**src/rtl/nibble_serial_add_ctrl.sv**
```systemverilog
// Sequences one external 4-bit adder (no carry-in) over NIBBLES nibbles, LSB first, two passes per nibble.
// Latency: done pulses 2*NIBBLES cycles after start acceptance; busy covers PASS1/PASS2/DONE.
// Backpressure: none; start is sampled only in IDLE, and start while busy is dropped (no queueing).
module nibble_serial_add_ctrl #(
    parameter int NIBBLES = 4
) (
    input  logic                 clk,
    input  logic                 rst_n,
    input  logic                 start,
    input  logic [4*NIBBLES-1:0] op_a,
    input  logic [4*NIBBLES-1:0] op_b,
    output logic                 busy,
    output logic                 done,
    output logic [4*NIBBLES-1:0] sum_out,
    output logic                 carry_out,
    output logic [3:0]           add_a,
    output logic [3:0]           add_b,
    input  logic [3:0]           add_sum,
    input  logic                 add_cout
);

    localparam int W = 4 * NIBBLES;
    localparam logic [2:0] LAST_IDX = 3'(NIBBLES - 1);

    typedef enum logic [1:0] {
        IDLE  = 2'd0,
        PASS1 = 2'd1,
        PASS2 = 2'd2,
        DONE  = 2'd3
    } state_t;

    state_t       state;
    logic [2:0]   idx;
    logic         carry;
    logic         c1;
    logic [3:0]   tmp;
    logic [W-1:0] a_reg;
    logic [W-1:0] b_reg;
    logic [W-1:0] partial;

    logic [W-1:0] a_sh;
    logic [W-1:0] b_sh;
    logic [W-1:0] partial_nxt;
    logic         carry_nxt;

    // Operand nibble select: shift the current nibble down to bit 0.
    assign a_sh = a_reg >> {idx, 2'b00};
    assign b_sh = b_reg >> {idx, 2'b00};

    // The two passes never both carry (tmp+1 overflows only when tmp=F, i.e. c1=0), so OR is exact.
    assign carry_nxt = c1 | add_cout;

    // Partial result with the current pass-2 nibble merged in; feeds both partial and sum_out.
    always_comb begin
        partial_nxt = partial;
        for (int i = 0; i < NIBBLES; i++) begin
            if (idx == 3'(i)) begin
                partial_nxt[4*i +: 4] = add_sum;
            end
        end
    end

    // Adder operand mux: driven only from state and registers, never from the adder outputs.
    always_comb begin
        add_a = 4'h0;
        add_b = 4'h0;
        case (state)
            PASS1: begin
                add_a = a_sh[3:0];
                add_b = b_sh[3:0];
            end
            PASS2: begin
                add_a = tmp;
                add_b = {3'b000, carry};
            end
            default: begin
                add_a = 4'h0;
                add_b = 4'h0;
            end
        endcase
    end

    // Sequencer FSM with registered busy/done/result outputs.
    always_ff @(posedge clk or negedge rst_n) begin
        if (!rst_n) begin
            state     <= IDLE;
            idx       <= 3'd0;
            carry     <= 1'b0;
            c1        <= 1'b0;
            tmp       <= 4'h0;
            a_reg     <= '0;
            b_reg     <= '0;
            partial   <= '0;
            busy      <= 1'b0;
            done      <= 1'b0;
            sum_out   <= '0;
            carry_out <= 1'b0;
        end else begin
            done <= 1'b0;
            case (state)
                IDLE: begin
                    if (start) begin
                        a_reg <= op_a;
                        b_reg <= op_b;
                        idx   <= 3'd0;
                        carry <= 1'b0;
                        busy  <= 1'b1;
                        state <= PASS1;
                    end
                end
                PASS1: begin
                    tmp   <= add_sum;
                    c1    <= add_cout;
                    state <= PASS2;
                end
                PASS2: begin
                    partial <= partial_nxt;
                    carry   <= carry_nxt;
                    if (idx == LAST_IDX) begin
                        sum_out   <= partial_nxt;
                        carry_out <= carry_nxt;
                        done      <= 1'b1;
                        state     <= DONE;
                    end else begin
                        idx   <= idx + 3'd1;
                        state <= PASS1;
                    end
                end
                DONE: begin
                    busy  <= 1'b0;
                    state <= IDLE;
                end
                default: begin
                    state <= IDLE;
                end
            endcase
        end
    end

endmodule

```
**config.mk**
```make
export PLATFORM = sky130hd
export DESIGN_NAME = nibble_serial_add_ctrl
export DESIGN_NICKNAME = d
export VERILOG_FILES = /design/src/rtl/nibble_serial_add_ctrl.sv
export SDC_FILE = /design/constraint.sdc
export NUM_CORES = 1
export LEC_CHECK = 0
export CELL_PAD_IN_SITES_DETAIL_PLACEMENT = 2
export CELL_PAD_IN_SITES_GLOBAL_PLACEMENT = 2
export CORE_AREA = 4 4 101 103
export DETAILED_ROUTE_END_ITERATION = 10
export DIE_AREA = 0 0 105 107
export PLACE_DENSITY = 0.85
export SLEW_MARGIN = 0
export SYNTH_ARGS = -nofsm -noshare
export SYNTH_HDL_FRONTEND = slang
export SYNTH_SLANG_ARGS = --single-unit
```
**constraint.sdc**
```tcl
create_clock -name clk -period 3.4 [get_ports clk]
set_input_delay 0.34 -clock clk [delete_from_list [all_inputs] [get_ports clk]]
set_output_delay 0.34 -clock clk [all_outputs]
set_load 0.02 [all_outputs]
```
==> qor.csv, run 1 <==
stage;metric;value;unit
timing;worst_pin_slew;819;ps
critical_path;criticalPathCategory;reg -> out;
yosys;yosysWarnings;0;
clock_network;tritoncts;done;
outcome;status;finished clean;
yosys;synth_fp_nets;310;
layout;most-common-layout-cells;dfrtp_1, clkdlybuf4s50_1, mux2_2;
pwr;p_total;4.10;mW
die;initial_core_util;36.7;%
placement;numPortBuffers;66;
placement;place_inst;428;
drt;wl_per_cell;19.1;um
drt;drcViolationCount;0;
global_route;grtUsageTotal;16.2;%
yosys;ys_ff_latch;74;
global_route;grt_pass1_wl;14.1;mm
die;dieArea;11200;sq um
clock_network;h-tree-depth;3;
timing;skew;12.6;ps
critical_path;cp_data_arrival_time;2700;ps
layout;fin_util;46.9;%
yosys;synth_edf_count;0;
clock_network;postCtsSetupRepairBufs;0;
layout;diodes;0;
global_route;antenna_found_initial;0;
global_route;grt_start_max_net_pins;41;
yosys;synth_cell_types;26;
clock_network;clock-root-buffer;clkbuf_8;
critical_path;endpoint_kind;output pin;
clock_network;cts_made_buffers;9;
critical_path;crit_required;3060;ps
drt;first_pass_iters;4;
clock_network;insertion_delay;350;ps
timing;slew_violations;0;
layout;fillCellCount;916;
yosys;yosysTopAreaCell;dfrtp_1;
min_path;hold_path_class;in -> async;
drt;vias;2238;
layout;drive_above_1_share;23.2;%
critical_path;slowest_stage;clkdlybuf4s50_1;
die;num_rows;35;
layout;regArea;1850;sq um
yosys;synth.area.top_cells;dfrtp_1, mux2_2, mux4_2;
yosys;synth_flop_cell;dfrtp_1;
yosys;synth.yosys.seq_area_share;54.9;%
critical_path;critPathMaxStageDelay;670;ps
layout;layout_commonest_cell;dfrtp_1;
die;ios;67;
critical_path;critPathLaunchType;register;
timing;finalSetupViolations;0;
yosys;syn_area_per_cell;12.9;sq um
layout;nets;377;
global_route;grt_overflow;0;
layout;stdcell_count;443;
placement;gp_congestion;0.774;
pwr;p_leak;1.88;nW
pwr;power_density;951;nW/um^2
run;drv_cap;0;
clock_network;ctsResizeCount;0;
timing;relSlewSlack;45.4;%
drt;via_per_inst;5.05;
critical_path;r2r_start;idx[0];
clock_network;path_clk_slew;90;ps
timing;rsz0062_at_grt;no;
yosys;syn_area;3370;sq um
timing;fin_crit;3040;ps
drt;drt_wl_total;8.44;mm
critical_path;worstPathMaxFanout;8;
timing;fin_tns_setup;0;ps
critical_path;cp-startpoint;state[1];
clock_network;ctsHoldBuffers;0;
yosys;syn_inst;261;
critical_path;crit_chain;inv_1 -> ha_1 -> nand3_1 -> o21ai_0 -> clkdlybuf4s50_1;
pwr;ir_worst_vdd;0.348;mV
die;die_h;107;um
layout;multi_input_area;1390;sq um
yosys;synth-async-reset-ratio;100;%
die;dieWidth;105;um
yosys;synth_top_area_share;54.9;%
timing;finalHoldViolCount;0;
die;core_area;9200;sq um
global_route;grt_pass1_vias;2635;
placement;place_hpwl;6.06;mm
layout;area_delta_synth_final;27.8;%
drt;antenna_left;0;
timing;max_freq;0.329;GHz
timing;timing.final.crit_share;89.3;%
clock_network;clockBufferDepth;2;
clock_network;cts_sinks;74;
drt;initialDrtViolationCount;65;
## per-stage QoR
step	setup WS (ps)	hold slack, ps	cell area, sq um
4_1_cts	326	92.3	4310
3_5_place_dp	805	473	4120
6_report	363	88.6	4310
5_1_grt	144	136	4310
3_3_place_gp	906	462	4120
2_1_floorplan	1470	44.4	3370
## area by class of cell
type | count | share of cell area [%]
multi-input cells | 163 | 32.3
inverters | 11 | 0.958
clock inverters | 5 | 1.28
well taps | 111 | 3.22
flip-flops and latches | 74 | 43.0
repair buffers | 69 | 16.0
clock buffers | 10 | 3.19
## per-layer routing
metal  share of wire (%)  track usage, %
met1                  44            19.7
met2                  51            28.3
met3                 4.1            3.73
met4                 1.4            5.62
met5                   0               0
## path summary, 6_finish.rpt
| check | end | slack [ps] | depth (start not counted) |
|---|---|---|---|
| min in group clk | carry_out | 490 | 2 |
| max in group asynchronous | partial[11] | 2630 | 2 |
| hold / removal | b_reg[0] | 90 | 1 |
| setup / recovery | add_a[1] | 360 | 5 |
| hold reg to reg | carry_out | 490 | 2 |
| setup reg to reg | sum_out[8] | 1210 | 6 |
## power breakdown
| part | internal, mW | total (mW) | switching [mW] |
|---|---|---|---|
| combinational | 0.962 | 1.78 | 0.821 |
| clock | 0.352 | 0.687 | 0.334 |
| sequential | 1.32 | 1.63 | 0.303 |
## critical path, delay by kind of cell, from the launching register on
family                     cells  cell delay, ps
buffers and inverters          2             770
and+or+nand+nor                1             380
DFF                            1             430
adders and majority gates      1             390
AOI/OAI and AO/OA              1             370
## cell families (layout without fill, tap and decap cells)
kind of cell    after synthesis  count (layout)  share of synthesized area, %
flops                        74              74                          54.9
mux                          69              69                          25.5
simple gates                 54              54                          7.31
buf+inv                      24              95                          3.75
compound gates               31              31                          5.19
fa+ha+maj                     9               9                          3.34
## cell usage after synthesis (all sizes together) (3+ instances only)
| cell | instances |
|---|---|
| inv | 11 |
| nand2 | 34 |
| a22o | 4 |
| buf | 6 |
| o21ai | 22 |
| nor2b | 5 |
| a21oi | 3 |
| mux2i | 12 |
| nor2 | 3 |
| nand2b | 4 |
| clkbuf | 7 |
| mux2 | 49 |
| dfrtp | 74 |
| mux4 | 8 |
| ha | 9 |
| nand3 | 6 |
(Power assumes the default switching activity.)
==> run 2, diff against run 1 <==
- CAP_MARGIN: unset -> 5
==> results of run 2 <==
No change in the layout: final DEF, timing and power equal those of run 1.
